## src/rtl/pipeline_pkg.sv

```systemverilog
// pipeline_pkg: shared ALU/operand-select encodings and the ID/EX register bundle.
package pipeline_pkg;
    localparam int XLEN = 32;
    localparam int REG_ADDR_W = 5;

    typedef enum logic [3:0] {
        ALU_AND  = 4'b0000,
        ALU_OR   = 4'b0001,
        ALU_ADD  = 4'b0010,
        ALU_XOR  = 4'b0011,
        ALU_SLL  = 4'b0100,
        ALU_SRL  = 4'b0101,
        ALU_SRA  = 4'b0110,
        ALU_SUB  = 4'b0111,
        ALU_SLT  = 4'b1000,
        ALU_SLTU = 4'b1001,
        ALU_LUI  = 4'b1010
    } alu_op_e;

    typedef enum logic [1:0] {
        OPA_RS1  = 2'd0,
        OPA_PC   = 2'd1,
        OPA_ZERO = 2'd2
    } op_a_sel_e;

    typedef struct packed {
        logic                  valid;
        logic                  reg_write;
        logic                  mem_read;
        logic                  mem_write;
        logic                  mem_to_reg;
        logic [REG_ADDR_W-1:0] rd_addr;
        logic [REG_ADDR_W-1:0] rs1_addr;
        logic [REG_ADDR_W-1:0] rs2_addr;
        logic [3:0]            alu_control;
        logic [1:0]            op_a_sel;
        logic                  alu_src;
        logic [XLEN-1:0]       pc;
        logic [XLEN-1:0]       rs1_data;
        logic [XLEN-1:0]       rs2_data;
        logic [XLEN-1:0]       imm;
    } id_ex_t;

    localparam id_ex_t BUBBLE = '0;
endpackage

```

## src/rtl/forward_unit.sv

```systemverilog
// forward_unit: picks EX/MEM, then MEM/WB, then register-file data for one source operand.
module forward_unit #(
    parameter int W = 32,
    parameter int A = 5
) (
    input  logic [A-1:0] rs_addr,
    input  logic [W-1:0] rs_data,
    input  logic         exm_reg_write,
    input  logic [A-1:0] exm_rd,
    input  logic [W-1:0] exm_result,
    input  logic         mwb_reg_write,
    input  logic [A-1:0] mwb_rd,
    input  logic [W-1:0] mwb_result,
    output logic [W-1:0] fwd_data
);
    logic exm_hit, mwb_hit;

    // x0 is never forwarded; the register file already returns zero for it
    assign exm_hit = exm_reg_write && exm_rd != '0 && exm_rd == rs_addr;
    assign mwb_hit = mwb_reg_write && mwb_rd != '0 && mwb_rd == rs_addr;
    assign fwd_data = exm_hit ? exm_result : mwb_hit ? mwb_result : rs_data;
endmodule

```

## src/rtl/id_ex_stage.sv

```systemverilog
// id_ex_stage: ID/EX pipeline register with operand forwarding and load-use hazard bubbling.
module id_ex_stage
    import pipeline_pkg::*;
#(
    parameter int REG_WIDTH  = XLEN,
    parameter int ADDR_WIDTH = REG_ADDR_W
) (
    input  logic                  clk,
    input  logic                  rst_n,
    input  logic                  id_valid,
    input  logic [REG_WIDTH-1:0]  id_pc,
    input  logic [REG_WIDTH-1:0]  id_rs1_data,
    input  logic [REG_WIDTH-1:0]  id_rs2_data,
    input  logic [REG_WIDTH-1:0]  id_imm,
    input  logic [ADDR_WIDTH-1:0] id_rs1_addr,
    input  logic [ADDR_WIDTH-1:0] id_rs2_addr,
    input  logic [ADDR_WIDTH-1:0] id_rd_addr,
    input  logic [3:0]            id_alu_control,
    input  logic [1:0]            id_op_a_sel,
    input  logic                  id_alu_src,
    input  logic                  id_reg_write,
    input  logic                  id_mem_read,
    input  logic                  id_mem_write,
    input  logic                  id_mem_to_reg,
    input  logic                  stall,
    input  logic                  flush,
    input  logic                  exm_reg_write,
    input  logic [ADDR_WIDTH-1:0] exm_rd,
    input  logic [REG_WIDTH-1:0]  exm_result,
    input  logic                  mwb_reg_write,
    input  logic [ADDR_WIDTH-1:0] mwb_rd,
    input  logic [REG_WIDTH-1:0]  mwb_result,
    output logic [REG_WIDTH-1:0]  alu_in1,
    output logic [REG_WIDTH-1:0]  alu_in2,
    output logic [3:0]            alu_control,
    output logic                  ex_valid,
    output logic                  ex_reg_write,
    output logic                  ex_mem_read,
    output logic                  ex_mem_write,
    output logic                  ex_mem_to_reg,
    output logic [ADDR_WIDTH-1:0] ex_rd_addr,
    output logic [REG_WIDTH-1:0]  ex_pc,
    output logic [REG_WIDTH-1:0]  ex_store_data,
    output logic                  load_use_hold
);
    id_ex_t r, nxt;
    logic [REG_WIDTH-1:0] fwd_rs1, fwd_rs2;

    always_comb begin
        nxt             = BUBBLE;
        nxt.valid       = id_valid;
        nxt.reg_write   = id_valid & id_reg_write;
        nxt.mem_read    = id_valid & id_mem_read;
        nxt.mem_write   = id_valid & id_mem_write;
        nxt.mem_to_reg  = id_valid & id_mem_to_reg;
        nxt.rd_addr     = id_rd_addr;
        nxt.rs1_addr    = id_rs1_addr;
        nxt.rs2_addr    = id_rs2_addr;
        nxt.alu_control = id_alu_control;
        nxt.op_a_sel    = id_op_a_sel;
        nxt.alu_src     = id_alu_src;
        nxt.pc          = id_pc;
        nxt.rs1_data    = id_rs1_data;
        nxt.rs2_data    = id_rs2_data;
        nxt.imm         = id_imm;
    end

    // a redirect kills the instruction anyway, so no need to hold upstream for it
    assign load_use_hold = !flush && r.valid && r.mem_read && r.rd_addr != '0 && id_valid &&
                           (r.rd_addr == id_rs1_addr || r.rd_addr == id_rs2_addr);

    always_ff @(posedge clk) begin
        if (!rst_n)
            r <= BUBBLE;
        else if (flush)
            r <= BUBBLE;
        else if (stall)
            r <= r;
        else if (load_use_hold)
            r <= BUBBLE;
        else
            r <= nxt;
    end

    forward_unit #(.W(REG_WIDTH), .A(ADDR_WIDTH)) u_fwd_rs1 (
        .rs_addr(r.rs1_addr), .rs_data(r.rs1_data),
        .exm_reg_write(exm_reg_write), .exm_rd(exm_rd), .exm_result(exm_result),
        .mwb_reg_write(mwb_reg_write), .mwb_rd(mwb_rd), .mwb_result(mwb_result),
        .fwd_data(fwd_rs1)
    );

    forward_unit #(.W(REG_WIDTH), .A(ADDR_WIDTH)) u_fwd_rs2 (
        .rs_addr(r.rs2_addr), .rs_data(r.rs2_data),
        .exm_reg_write(exm_reg_write), .exm_rd(exm_rd), .exm_result(exm_result),
        .mwb_reg_write(mwb_reg_write), .mwb_rd(mwb_rd), .mwb_result(mwb_result),
        .fwd_data(fwd_rs2)
    );

    assign alu_in1       = r.op_a_sel == OPA_RS1 ? fwd_rs1 : r.op_a_sel == OPA_PC ? r.pc : '0;
    assign alu_in2       = r.alu_src ? r.imm : fwd_rs2;
    assign ex_store_data = fwd_rs2;
    assign alu_control   = r.alu_control;
    assign ex_valid      = r.valid;
    assign ex_reg_write  = r.reg_write;
    assign ex_mem_read   = r.mem_read;
    assign ex_mem_write  = r.mem_write;
    assign ex_mem_to_reg = r.mem_to_reg;
    assign ex_rd_addr    = r.rd_addr;
    assign ex_pc         = r.pc;
endmodule

```

## config.mk

```make
export PLATFORM = sky130hd
export DESIGN_NAME = id_ex_stage
export DESIGN_NICKNAME = d
export VERILOG_FILES = /design/src/rtl/pipeline_pkg.sv /design/src/rtl/forward_unit.sv /design/src/rtl/id_ex_stage.sv
export SDC_FILE = /design/constraint.sdc
export NUM_CORES = 1
export LEC_CHECK = 0
export CAP_MARGIN = 20
export CELL_PAD_IN_SITES_DETAIL_PLACEMENT = 0
export CELL_PAD_IN_SITES_GLOBAL_PLACEMENT = 1
export CORE_MARGIN = 2
export CORE_UTILIZATION = 29
export CTS_CLUSTER_DIAMETER = 30
export DETAILED_ROUTE_END_ITERATION = 16
export MAX_ROUTING_LAYER = met4
export PLACE_DENSITY = 0.93
export SLEW_MARGIN = 10
export SYNTH_ARGS = -nofsm -noshare
export SYNTH_HDL_FRONTEND = slang
export SYNTH_SLANG_ARGS = --single-unit
```

## constraint.sdc

```tcl
create_clock -name clk -period 2.8 [get_ports clk]
set_input_delay 0.56 -clock clk [delete_from_list [all_inputs] [get_ports clk]]
set_output_delay 0.56 -clock clk [all_outputs]
set_load 0.005 [all_outputs]
```

==> metrics.yaml, run 1 <==
path_buf_inv: 6
multi_input_logic_area_um2: 4890
drt-initial-drc-count: 576
worstHoldPathType: "reg2reg"
share_of_the_synthesized_area_in_the_top_cell_type: 0.415
synth_seq_cells: 155
fillCellCount: 2104
cts-buffers-inserted: 17
antenna_found_initial: 3
timing.hold.ws_ns: 0.476
critical-path-top-cell-by-count: "sky130_fd_sc_hd__buf_6"
path_clk_slew_ns: 0.07
rsz0062_at_grt: "true"
route.antenna.remaining_nets: 0
globalRouteOverflowTotal: 0
port-buffer-count: 377
critPathRequiredTime_ns: 2.24
largest_register_ffs: 109
post-synth-top-area-cell: "sky130_fd_sc_hd__dfxtp_1"
fmax_ghz: 0.322
crit_path_max_fanout: 5
grt_first_pass_wirelength_um: 51000
outcome: "complete, but fails checks"
drt_drc_violations_left: 0
tritoncts: "yes"
maxCapViolCount: 0
post_synth_main_area_contributors: "sky130_fd_sc_hd__dfxtp_1, sky130_fd_sc_hd__a22o_1, sky130_fd_sc_hd__buf_4"
area_delta_synth_final_pct: 94.2
route.final.wire_length_um: 35600
root_buffer: "sky130_fd_sc_hd__clkbuf_16"
worst_setup_slack_final_ns: -0.307
synthesized_area_per_cell_um2: 9.62
placement.setup.worst_slack_ns: -1.25
firstDrtPassIters: 5
vdd_drop_max_uv: 367
die_w_um: 165
post-route-period-util: 1.11
drt-wirelength-per-cell_um: 22.6
ios: 378
final_net_count: 1465
failed_checks: "setup timing"
critical_path.reg2reg.endpoint: "r[11]"
start_kind: "primary input"
hold-path-endpoint: "r[31]"
grt_start_max_net_pins: 85
worstSetupPathType: "in2out"
commonest_cells_after_routing_fill_and_taps_aside: "sky130_fd_sc_hd__clkdlybuf4s50_1, sky130_fd_sc_hd__a22o_1, sky130_fd_sc_hd__dfxtp_1"
worstPathCellList: "buf_6 -> or4_4 -> buf_6 -> o211ai_4 -> buf_6 -> nor2_4 -> buf_12 -> a221oi_4 -> buf_4 -> o31ai_4 -> buf_2"
synth_sequential_area_ratio: 0.415
cts_hold_buffers: 0
syn-num-nets: 1012
post-route-min-period_ns: 3.11
post-dp-hpwl_um: 24200
worst_reg_to_reg_cells: 8
layout_commonest_cell: "sky130_fd_sc_hd__clkdlybuf4s50_1"
critical_path.reg2reg.startpoint: "ex_rd_addr[0]"
clock_h_tree_levels: 4
die_area_um2: 27100
insertion_delay_to_the_later_sink_of_the_worst_skew_pair_ns: 0.43
cellPowerDensity_nw_per_um2: 414
ys_warn_count: 0
critPathArrivalTime_ns: 2.55
register_area_um2: 3120
largest-register: "r"
routed_via_density: 5.33
die_h_um: 165
grt.total_usage: 0.260
endpoint_kind: "output pin"
cp_top_family: "buffers and inverters"
number_of_global_route_vias_before_repair: 8601
core_area_um2: 25300
drv_slew: 0
final.setup_skew_ns: 0.0144
hold_path.startpoint: "r[31]"
postSynthCellCount: 777
whs_path_depth: 1
post_synth_num_cell_types: 41
floorplan.initialDensity: 0.296
worstMarginPinSlew_ns: 0.543
cts_sinks: 155
slowest_stage: "sky130_fd_sc_hd__or4_4"
max_slew_margin: 0.638
post_synth_instance_area_um2: 7480
post-route-util: 0.575
finalSetupViolCount: 94
share_of_final_layout_standard_cells_stronger_than_drive_strength_1: 0.368
finalWeightedCongestion: 0.845
max-clock-path-buffers: 2
final_hold_viol_count: 0
num_rows: 58
max_stage_delay_ns: 0.53
route.vias.total: 8401
reg2reg_slack_ns: 0.69
p_leak_nw: 5.77
-- synthesized netlist by cell type, drive strengths merged --
cell type	number
and2	1
nand2	22
a22o	151
nor3b	1
o31ai	19
a221oi	18
o211ai	2
mux2	14
a21oi	2
or3	14
a22oi	32
clkbuf	44
xnor2	30
inv	15
o21ai	47
or2	2
a211oi	1
or4	2
nand4b	1
a31oi	14
a32o	4
nor3	17
nand3	4
mux2i	32
o22ai	1
dfxtp	155
nor2	40
nor2b	1
nand4	3
a2111oi	1
buf	69
and3	18
-- metal layers --
layer  track usage  share of wire  up-vias  routed length [µm]
li1              -              -     3839                   -
met1         0.305           0.41     4127               14400
met2         0.438           0.49      377               17500
met3        0.0625          0.079       58                2810
met4        0.0858          0.023        0                 830
met5             -              0        -                   0
-- logic make-up after synthesis --
| family | synth area share |
|---|---|
| AOI/OAI and AO/OA | 0.310 |
| DFF | 0.415 |
| xor gates and xnor gates | 0.0361 |
| buffers and inverters | 0.0922 |
| and+or+nand+nor | 0.0825 |
| muxes | 0.0639 |
-- timing repair --
item | in CTS | in global routing
hold endpoints to repair | 0 | 0
pin swaps | 85 | 45
gates resized for setup | 684 | 89
buffers inserted | 56 | 28
cloned | 8 | 0
setup endpoints to repair | 96 | 97
-- metrics by stage --
step	setup TNS (ns)	area [µm²]	power, mW	instances
after floorplan	0	7480	2.71	777
after global placement	-99.75	12000	3.43	1465
after detailed placement	-90.44	12000	3.45	1466
after CTS	-18.90	14100	6.01	1556
after global routing	-21.92	14500	6.23	1576
final	-14.82	14500	6.02	1576
-- worst max path at each step --
stage,start,endpoint,slack (ns),depth (start not counted)
after floorplan,mwb_rd[0],alu_in2[12],0.17,7
after global placement,exm_rd[3],alu_in1[22],-1.26,9
after detailed placement,exm_rd[1],alu_in2[27],-1.25,9
after CTS,exm_rd[4],alu_in2[19],-0.40,11
after global routing,exm_rd[4],alu_in2[27],-0.36,11
final,exm_rd[4],alu_in2[27],-0.31,11
-- final cells by class --
type	count	share of cell area
clock buffers	18	0.0302
multi-input cells	494	0.336
flip-flops and latches	155	0.215
diodes	3	0.000517
repair buffers	547	0.375
well taps	330	0.0284
inverters	15	0.00388
clock inverters	14	0.0109
-- report_power, final --
part / internal [mW] / total (mW) / switching [mW]
sequential: 2.28 / 2.34 / 0.0642
combinational: 0.769 / 1.27 / 0.505
clock: 1.36 / 2.40 / 1.05
total: 4.40 / 6.02 / 1.61
No activity file was read; power rests on OpenSTA's default activity.
==> run 2, diff against run 1 <==
CTS_CLUSTER_DIAMETER = 80   (was 30)
SKIP_LAST_GASP = 1   (was not set)
==> run 2 against run 1 <==
Compared with the run above:
- the flow still finishes with violations (setup timing)
- sequential share of layout area rose by 0.21 points
- first-iteration DRC count rose by 5.6%
- register-to-register slack barely moved
- largest cell class unchanged
- critical path depth fell by 1
- routed wire length fell by 0.38%
- hold slack improved by 0.0017 ns
- highest routed layer unchanged
- sequential power barely moved
- maximum frequency fell by 0.11%
- critical path type unchanged
- core utilization fell by 0.54 points
- die area did not move
- power fell by 0.36%
- non-clock buffer count fell by 3
==> metrics.yaml, run 2 (synthesized netlist as in run 1, its figures left out) <==
final_net_count: 1462  # was 1,465
post-route-period-util: 1.11  # about the same
cts_sinks: 155  # unchanged
root_buffer: "sky130_fd_sc_hd__clkbuf_16"  # unchanged
antenna_found_initial: 3  # unchanged
path_buf_inv: 5  # was 6
worstHoldPathType: "reg2reg"  # unchanged
cp_top_family: "simple AND/OR/NAND/NOR gates"  # was buffers and inverters
route.final.wire_length_um: 35500  # was 35,600 µm
number_of_global_route_vias_before_repair: 8586  # was 8,601
rsz0062_at_grt: "true"  # unchanged
insertion_delay_to_the_later_sink_of_the_worst_skew_pair_ns: 0.43  # about the same
post-dp-hpwl_um: 24200  # unchanged
outcome: "complete, but fails checks"  # unchanged
endpoint_kind: "output pin"  # unchanged
share_of_final_layout_standard_cells_stronger_than_drive_strength_1: 0.361  # was 0.368
die_h_um: 165  # unchanged
start_kind: "primary input"  # unchanged
max-clock-path-buffers: 2  # unchanged
ios: 378  # unchanged
critPathArrivalTime_ns: 2.55  # about the same
drt-initial-drc-count: 608  # was 576
gr-usage-met1: 0.304  # was 0.305
globalRouteOverflowTotal: 0  # unchanged
firstDrtPassIters: 5  # unchanged
worst_setup_slack_final_ns: -0.310  # was -0.307 ns
area_delta_synth_final_pct: 92.4  # was 94.2%
die_area_um2: 27100  # unchanged
routed_via_density: 5.35  # was 5.33
post-route-util: 0.570  # was 0.575
failed_checks: "setup timing"  # unchanged
post-route-min-period_ns: 3.11  # about the same
p_leak_nw: 5.71  # was 5.77 nW
first_element_of_the_critical_path: "exm_rd[2]"  # was exm_rd[4]
critPathRequiredTime_ns: 2.24  # about the same
num_rows: 58  # unchanged
max_stage_delay_ns: 0.53  # about the same
finalWeightedCongestion: 0.845  # unchanged
drt-wirelength-per-cell_um: 22.6  # about the same
hold_path.startpoint: "r[83]"  # was r[31]
commonest_cells_after_routing_fill_and_taps_aside: "sky130_fd_sc_hd__clkdlybuf4s50_1, sky130_fd_sc_hd__a22o_1, sky130_fd_sc_hd__dfxtp_1"  # unchanged
worstPathCellList: "buf_8 -> or4_4 -> buf_6 -> o211ai_4 -> or2_4 -> buf_6 -> buf_12 -> a31oi_4 -> mux2_4 -> buf_6"  # was buf_6 -> or4_4 -> buf_6 -> o211ai_4 -> buf_6 -> nor2_4 -> buf_12 -> a221oi_4 -> buf_4 -> o31ai_4 -> buf_2
tritoncts: "yes"  # unchanged
worstMarginPinSlew_ns: 0.564  # was 0.543 ns
layout_commonest_cell: "sky130_fd_sc_hd__clkdlybuf4s50_1"  # unchanged
die_w_um: 165  # unchanged
grt_first_pass_wirelength_um: 50900  # was 51,000 µm
slowest_stage: "sky130_fd_sc_hd__or4_4"  # unchanged
worstSetupPathType: "in2out"  # unchanged
cts-buffers-inserted: 17  # unchanged
grt.total_usage: 0.259  # was 0.260
largest_register_ffs: 109  # unchanged
final.setup_skew_ns: 0.0163  # was 0.0144 ns
clock_h_tree_levels: 4  # unchanged
route.vias.total: 8409  # was 8,401
gr-max-usage-layer: "met2"  # unchanged
maxCapViolCount: 0  # unchanged
globalRouteMet2Util: 0.435  # was 0.438
critical_path.reg2reg.startpoint: "ex_rd_addr[0]"  # unchanged
finalSetupViolCount: 93  # was 94
grtUsageMet3: 0.0620  # was 0.0625
largest-register: "r"  # unchanged
grt_start_max_net_pins: 85  # unchanged
route.antenna.remaining_nets: 0  # unchanged
drv_slew: 0  # unchanged
vdd_drop_max_uv: 361  # was 367 µV
path_clk_slew_ns: 0.06  # was 0.07 ns
crit_path_max_fanout: 5  # unchanged
drt_drc_violations_left: 0  # unchanged
critical-path-top-cell-by-count: "sky130_fd_sc_hd__buf_6"  # unchanged
max_slew_margin: 0.624  # was 0.638
fmax_ghz: 0.321  # was 0.322 GHz
port-buffer-count: 377  # unchanged
final_hold_viol_count: 0  # unchanged
floorplan.initialDensity: 0.296  # unchanged
core_area_um2: 25300  # unchanged
cellPowerDensity_nw_per_um2: 417  # was 414 nW/µm²
timing.hold.ws_ns: 0.478  # was 0.476 ns
## run 2: cell types whose count changed in the layout (fill, tap and decap cells not counted), moves of 2 or more
| cell | delta |
|---|---|
| sky130_fd_sc_hd__buf_12 | -3 |
| sky130_fd_sc_hd__buf_2 | +2 |
| sky130_fd_sc_hd__buf_4 | +6 |
| sky130_fd_sc_hd__buf_6 | -10 |
| sky130_fd_sc_hd__o31ai_1 | -2 |
| sky130_fd_sc_hd__o31ai_2 | +2 |
| sky130_fd_sc_hd__xnor2_1 | +3 |
| sky130_fd_sc_hd__xnor2_2 | -3 |
## run 2: worst paths after layout
check                                    to  slack, ns  cells after the start
worst max register to register        r[76]       0.69                      8
worst min register to register        r[83]       0.48                      1
worst max-delay path            alu_in2[30]      -0.31                     10
worst min-delay path                  r[83]       0.48                      1
## run 2: what timing repair did
action | 4_1_cts | 5_1_grt
pin swaps | 84 | 61
setup endpoints to repair | 96 | 97
buffers inserted | 56 | 30
hold buffers | 0 | 0
gates cloned | 8 | 0
gates resized for setup | 670 | 86
## run 2: layout make-up
| class | count | area [µm²] |
|---|---|---|
| diodes | 3 | 7.51 |
| clock buffers | 18 | 439 |
| clock inverters | 14 | 159 |
| fillers | 2114 | 10900 |
| inverters | 15 | 56.3 |
| multi-input cells | 494 | 4840 |
| flip-flops and latches | 155 | 3120 |
| well taps | 330 | 413 |
| repair buffers | 544 | 5360 |
## run 2: per-stage QoR
| step | setup TNS (ns) | worst slack [ns] | cell area, µm² | std cells | power [mW] |
|---|---|---|---|---|---|
| global route | -20.92 | -0.389 | 14400 | 1573 | 6.20 |
| CTS | -19.08 | -0.397 | 14100 | 1556 | 6.00 |
| global placement | -99.75 | -1.26 | 12000 | 1465 | 3.43 |
| detailed placement | -90.44 | -1.25 | 12000 | 1466 | 3.45 |
| finish | -13.80 | -0.310 | 14400 | 1573 | 6.00 |
| floorplan | 0 | 0.171 | 7480 | 777 | 2.71 |
## run 2: metal layers
| layer | vias up | share of wire |
|---|---|---|
| met5 | - | 0 |
| li1 | 3833 | - |
| met3 | 60 | 0.084 |
| met4 | 0 | 0.025 |
| met2 | 412 | 0.49 |
| met1 | 4104 | 0.40 |
## run 2: report_power, final
group	leakage [nW]	switching [mW]	internal (mW)
Combinational	4.16	0.499	0.754
Clock	0.282	1.05	1.36
Sequential	1.27	0.0638	2.28
Total	5.71	1.61	4.39
